==> src/rtl/adder_sched.sv <==
`default_nettype none
// ============================================================================
//  Module   : adder_sched
//  Purpose  : Burst-level round-robin scheduler that lends one shared
//             combinational adder to NREQ requesters. A grant lasts one
//             packet (up to MAX_BURST flits). Each sum is registered with
//             its source ID, and the result port honours backpressure.
//  Options  : define ADDER_SCHED_STATS_EN to add the saturating
//             busy/transfer/total cycle counters and the stat_clear port.
//  Revision : 1.0  initial release
// ============================================================================
module adder_sched #(
    parameter int N         = 18,
    parameter int NREQ      = 4,
    parameter int ID_W      = 2,
    parameter int MAX_BURST = 20
) (
    input  logic              clk,
    input  logic              rst,
    input  logic [NREQ-1:0]   req_valid,
    input  logic [NREQ-1:0]   req_last,
    input  logic [NREQ*N-1:0] req_a,
    input  logic [NREQ*N-1:0] req_b,
    output logic [NREQ-1:0]   req_ready,
    output logic [N-1:0]      add_a,
    output logic [N-1:0]      add_b,
    input  logic [N-1:0]      add_sum,
    output logic              res_valid,
    input  logic              res_ready,
    output logic [N-1:0]      res_sum,
    output logic [ID_W-1:0]   res_id,
    output logic              res_last,
    output logic              busy,
    output logic [ID_W-1:0]   gnt_id
`ifdef ADDER_SCHED_STATS_EN
    ,
    input  logic              stat_clear,
    output logic [31:0]       stat_busy_cycles,
    output logic [31:0]       stat_xfer_cnt,
    output logic [31:0]       stat_total_cycles
`endif
);

    localparam logic [7:0]    C_LAST_BEAT = 8'(MAX_BURST - 1);
    localparam logic [ID_W:0] C_NREQ      = (ID_W+1)'(NREQ);

    typedef enum logic [0:0] {
        S_IDLE  = 1'b0,
        S_BURST = 1'b1
    } state_t;

    state_t          r_state;
    state_t          w_state_nxt;
    logic [ID_W-1:0] r_rr_ptr;
    logic [ID_W-1:0] r_gnt_id;
    logic [7:0]      r_beat_cnt;
    logic            r_res_valid;
    logic [N-1:0]    r_res_sum;
    logic [ID_W-1:0] r_res_id;
    logic            r_res_last;

    logic [ID_W-1:0] w_pick;
    logic [ID_W-1:0] w_rr_nxt;
    logic            w_out_free;
    logic            w_xfer;
    logic            w_eob;

    // Per-requester operand views, so the granted slice is a simple mux.
    logic [N-1:0] w_a_arr [NREQ];
    logic [N-1:0] w_b_arr [NREQ];

    genvar g;
    generate
        for (g = 0; g < NREQ; g++) begin : g_unpack
            assign w_a_arr[g] = req_a[g*N +: N];
            assign w_b_arr[g] = req_b[g*N +: N];
        end
    endgenerate

    // Round-robin pick: scanning offsets from high to low leaves the lowest
    // valid offset from rr_ptr as the final winner.
    always_comb begin
        logic [ID_W:0] idx;
        idx    = '0;
        w_pick = r_rr_ptr;
        for (int i = NREQ - 1; i >= 0; i--) begin
            idx = {1'b0, r_rr_ptr} + (ID_W+1)'(i);
            if (idx >= C_NREQ) begin
                idx = idx - C_NREQ;
            end
            if (req_valid[idx[ID_W-1:0]]) begin
                w_pick = idx[ID_W-1:0];
            end
        end
    end

    // Pointer advance past the current grant, wrapping at NREQ.
    always_comb begin
        logic [ID_W:0] nxt;
        nxt = {1'b0, r_gnt_id} + (ID_W+1)'(1);
        if (nxt >= C_NREQ) begin
            nxt = '0;
        end
        w_rr_nxt = nxt[ID_W-1:0];
    end

    // No flit may be accepted while reset is asserted.
    assign w_out_free = !r_res_valid || res_ready;
    assign w_xfer     = (r_state == S_BURST) && req_valid[r_gnt_id] && w_out_free && !rst;
    assign w_eob      = req_last[r_gnt_id] || (r_beat_cnt == C_LAST_BEAT);

    // Next state, ready steering and operand isolation outside of a burst.
    always_comb begin
        w_state_nxt = r_state;
        req_ready   = '0;
        add_a       = '0;
        add_b       = '0;
        if (r_state == S_BURST) begin
            req_ready[r_gnt_id] = w_out_free && !rst;
            add_a               = w_a_arr[r_gnt_id];
            add_b               = w_b_arr[r_gnt_id];
            if (w_xfer && w_eob) begin
                w_state_nxt = S_IDLE;
            end
        end else if (|req_valid) begin
            w_state_nxt = S_BURST;
        end
    end

    // State register.
    always_ff @(posedge clk) begin
        if (rst) begin
            r_state <= S_IDLE;
        end else begin
            r_state <= w_state_nxt;
        end
    end

    // Grant, beat counter, round-robin pointer and the result register.
    always_ff @(posedge clk) begin
        if (rst) begin
            r_rr_ptr    <= '0;
            r_gnt_id    <= '0;
            r_beat_cnt  <= '0;
            r_res_valid <= 1'b0;
            r_res_sum   <= '0;
            r_res_id    <= '0;
            r_res_last  <= 1'b0;
        end else begin
            if (r_state == S_IDLE) begin
                r_beat_cnt <= '0;
                if (|req_valid) begin
                    r_gnt_id <= w_pick;
                end
            end
            if (w_xfer) begin
                r_res_valid <= 1'b1;
                r_res_sum   <= add_sum;
                r_res_id    <= r_gnt_id;
                r_res_last  <= w_eob;
                r_beat_cnt  <= r_beat_cnt + 8'd1;
                if (w_eob) begin
                    r_rr_ptr <= w_rr_nxt;
                end
            end else if (res_ready) begin
                r_res_valid <= 1'b0;
            end
        end
    end

    assign res_valid = r_res_valid;
    assign res_sum   = r_res_sum;
    assign res_id    = r_res_id;
    assign res_last  = r_res_last;
    assign busy      = (r_state == S_BURST);
    assign gnt_id    = r_gnt_id;

`ifdef ADDER_SCHED_STATS_EN
    logic [31:0] r_stat_busy;
    logic [31:0] r_stat_xfer;
    logic [31:0] r_stat_total;

    // Saturating activity counters, cleared by reset or stat_clear.
    always_ff @(posedge clk) begin
        if (rst || stat_clear) begin
            r_stat_busy  <= '0;
            r_stat_xfer  <= '0;
            r_stat_total <= '0;
        end else begin
            if (r_stat_total != '1) begin
                r_stat_total <= r_stat_total + 32'd1;
            end
            if ((r_state == S_BURST) && (r_stat_busy != '1)) begin
                r_stat_busy <= r_stat_busy + 32'd1;
            end
            if (w_xfer && (r_stat_xfer != '1)) begin
                r_stat_xfer <= r_stat_xfer + 32'd1;
            end
        end
    end

    assign stat_busy_cycles  = r_stat_busy;
    assign stat_xfer_cnt     = r_stat_xfer;
    assign stat_total_cycles = r_stat_total;
`endif

endmodule
`default_nettype wire
==> config.mk <==
export PLATFORM = sky130hd
export DESIGN_NAME = adder_sched
export DESIGN_NICKNAME = d
export VERILOG_FILES = /design/src/rtl/adder_sched.sv
export SDC_FILE = /design/constraint.sdc
export NUM_CORES = 1
export LEC_CHECK = 0
export ABC_AREA = 1
export CAP_MARGIN = 20
export CORE_MARGIN = 8
export CORE_UTILIZATION = 37
export CTS_BUF_LIST = sky130_fd_sc_hd__clkbuf_2 sky130_fd_sc_hd__clkbuf_4 sky130_fd_sc_hd__clkbuf_8
export DETAILED_ROUTE_END_ITERATION = 8
export PLACE_DENSITY = 0.95
export SETUP_SLACK_MARGIN = 0.3
export SLEW_MARGIN = 5
export SYNTH_ARGS = -nofsm -noshare
export SYNTH_HDL_FRONTEND = slang
export SYNTH_SLANG_ARGS = --single-unit
==> constraint.sdc <==
create_clock -name clk -period 2.3 [get_ports clk]
set_clock_uncertainty 0.1 [all_clocks]
set_input_delay 0.345 -clock clk [delete_from_list [all_inputs] [get_ports clk]]
set_output_delay 0.345 -clock clk [all_outputs]
set_load 0.03 [all_outputs]
==> impl_metrics.tcl <==
set metrics [dict create \
    outcome "finished clean" \
    synth_edf_count 0 \
    end_kind "output pin" \
    crit_fanout 16 \
    worstMarginPinSlew_ns 0.425 \
    critPathKind "register to output pin" \
    final_util 0.753 \
    insertion_delay_ns 0.28 \
    reg2reg_to "r_rr_ptr[1]" \
    dp_slack_ns 0.207 \
    async_reset_ff_frac 0 \
    clock_power_share 0.117 \
    area.sequential_sq_um 708 \
    worstHoldStart "res_sum[17]" \
    ant_nets 0 \
    final_common_cell "clkdlybuf4s50_1" \
    fin_crit_sh 0.935 \
    yosysSeqAreaShare 0.234 \
    fin_ws_ns 0.149 \
    finalMaxSlewViolations 0 \
    root_buffer "clkbuf_8" \
    drt_iter0_drc 406 \
    cts_tree "yes" \
    wl_per_cell_um 18.9 \
    syn_area_sq_um 2990 \
    drcViolationCount 0 \
    synth-seq-cells 35 \
    timing.hold.ws_ns 0.390 \
    avgSynthCellArea_sq_um 5.52 \
    ys_warn_count 0 \
    ys_types 28 \
    cp-start-kind "register" \
    hpwlAfterDp_mm 12.1 \
    core_area_sq_um 8010 \
    postSynthNetCount 720 \
    finalSetupViolations 0 \
    clockBufferDepth 2 \
    rows 33 \
    synth_cells 542 \
    synth_compound_area_frac 0.278 \
    synthXorXnorAreaFrac 0.00293 \
    cp.required_ns 1.86 \
    maxCapViolations 0 \
    grt_start_max_net_pins 39 \
    rrSetupSlack_ns 0.42 \
    whs_endpoint "res_sum[17]" \
    power_leakage_nw 2.40 \
    num_antenna_cells 0 \
    die_w_um 106 \
    crit_path_frequent_cell "nor2_1" \
    fin_area_sq_um 6030 \
    grt_pass1_wl_mm 23.7 \
    synth_top_family_by_area "simple AND/OR/NAND/NOR gates" \
    finalHoldViolCount 0 \
    internal-power_mw 2.05 \
    synth_ff_type "dfxtp_1" \
    multi_input_area_sq_um 2170 \
    fmax_ghz 0.465 \
    start_util 0.374 \
    r2r-start "gnt_id[0]" \
    synth_top_cell_by_area "nor2_1" \
    cp_cell_sequence "buf_4, clkbuf_16, nor2_1, nor2_1, o21ai_0, a21oi_2, buf_6" \
    vias 4742 \
    grt_use_total 0.258 \
    fin_crit_ns 2.15 \
    wl_mm 16.7 \
    dieArea_sq_um 11200 \
    rsz0062_at_grt "yes" \
    crit_path_max_incr_delay_ns 0.44 \
    hp-class "register to register" \
    peakVddDrop_uv 432 \
    layout_common_cells "clkdlybuf4s50_1 (196), nor2_1 (193), o21ai_1 (58)" \
    drtPass1Iterations 6 \
    cts_sinks 35 \
    die_h_um 106 \
    p_sw_mw 1.71 \
    port_buffers 237 \
    ios 238 \
    synth_top_cell_area_share 0.251 \
    holdBufCountCts 0 \
    relSlewSlack 0.716 \
    grt_overflow 0 \
    synthToLayoutAreaGrowth_pct 102 \
    synthAdderAreaFrac 0.0209 \
    viasPerCell 5.38 \
    synth_area_leaders "nor2_1 (25%), dfxtp_1 (23%), o21ai_0 (17%)" \
    placed_area_sq_um 5530 \
    powerDensity_nw_per_um2 622 \
    layout-drive-gt1-share 0.178 \
    yosys.area_share.simple 0.363 \
    ff2ff_path_depth 8 \
    synthMuxAreaShare 0 \
    hold_path_depth 2 \
    clk_pin_slew_worst_paths_ns 0.07 \
    globalplace.congestion 0.921 \
    grt_pass1_vias 4420 \
    tns_ns 0 \
    switching_share 0.454 \
    cp.arrival_ns 1.71 \
    nNetsFinal 954 \
    n_fill_cell 556 \
    cts_made_buffers 5 \
    seqPwrFrac 0.194 \
    critical_path.slowest_cell "dfxtp_4" \
    htree_levels 2 \
    grt_antenna_before_repair 0 \
    comb_power_share 0.689 \
]
## registers in the layout (all words and copies together), names as in the netlist
name,flops
busy,1
res_sum,18
res_valid,1
res_last,1
r_rr_ptr,2
res_id,2
r_beat_cnt,8
gnt_id,2
## cell families (layout without fill, tap and decap cells)
kind of cell	Yosys count	after routing
and+or+nand+nor	276	276
DFF	35	35
xor gates and xnor gates	1	1
buffers and inverters	63	298
AOI/OAI and AO/OA	162	162
adders and majority gates	5	5
## cell type report
cell class | instances | area share
Inverter | 23 | 0.0166
Tap cell | 105 | 0.0218
Clock buffer | 6 | 0.0126
Timing Repair Buffer | 267 | 0.469
Sequential cell | 35 | 0.117
Multi-Input combinational cell | 444 | 0.360
Clock inverter | 2 | 0.00207
## power by group through the flow
stage,registers (mW),clock network [mW],logic (mW)
global placement,0.739,0,2.16
global route,0.736,0.481,2.74
floorplan,0.826,0,1.20
finish,0.730,0.439,2.59
CTS,0.725,0.455,2.27
detailed placement,0.743,0,2.21
## critical path, delay by kind of cell, from the launching register on
family                 cells  cell delay, ns
AOI/OAI and AO/OA          2            0.34
DFF                        1            0.44
buffers and inverters      3            0.46
and+or+nand+nor            2            0.18
## worst max-delay path by stage
stage	from	to	slack, ns	cells after the start
global route	gnt_id[0]	add_a[8]	0.09	7
detailed placement	req_valid[0]	res_sum[14]	0.21	8
finish	gnt_id[0]	add_a[8]	0.15	7
floorplan	gnt_id[0]	add_a[0]	0.34	7
CTS	gnt_id[0]	add_a[4]	0.29	6
global placement	req_valid[0]	r_beat_cnt[7]	0.28	10
## metal layers
| metal | wire length, um | track usage | vias up |
|---|---|---|---|
| li1 | - | - | 2235 |
| met1 | 6100 | 0.286 | 2195 |
| met2 | 8660 | 0.465 | 265 |
| met3 | 1390 | 0.0690 | 47 |
| met4 | 543 | 0.0844 | 0 |
| met5 | 0 | 0 | - |
## synth_stat cells (2+ instances only)
cell and count:
nor2_1 200, o21ai_0 99, a21oi_1 50, nand2_1 50
dfxtp_1 35, inv_1 19, nand3_1 16, clkbuf_1 14
buf_2 11, o21ai_1 9, buf_1 6, buf_6 5
ha_1 5, buf_4 3, nand2_2 3, inv_2 2
nand3_2 2, nand4_1 2, nor3_1 2
## per-stage QoR
stage                     cells  power, mW
after detailed placement    860       2.96
after global routing        882       3.96
after global placement      860       2.90
after floorplan             542       2.03
after CTS                   871       3.45
final                       882       3.75
## timing repair
action                                  4_1_cts  5_1_grt
resized for setup                            14       99
cloned                                        0        6
setup buffers                                 3        5
pin swaps                                     1       31
endpoints found under the setup margin       38       39
Note: power is estimated with default switching activity, not from simulation.
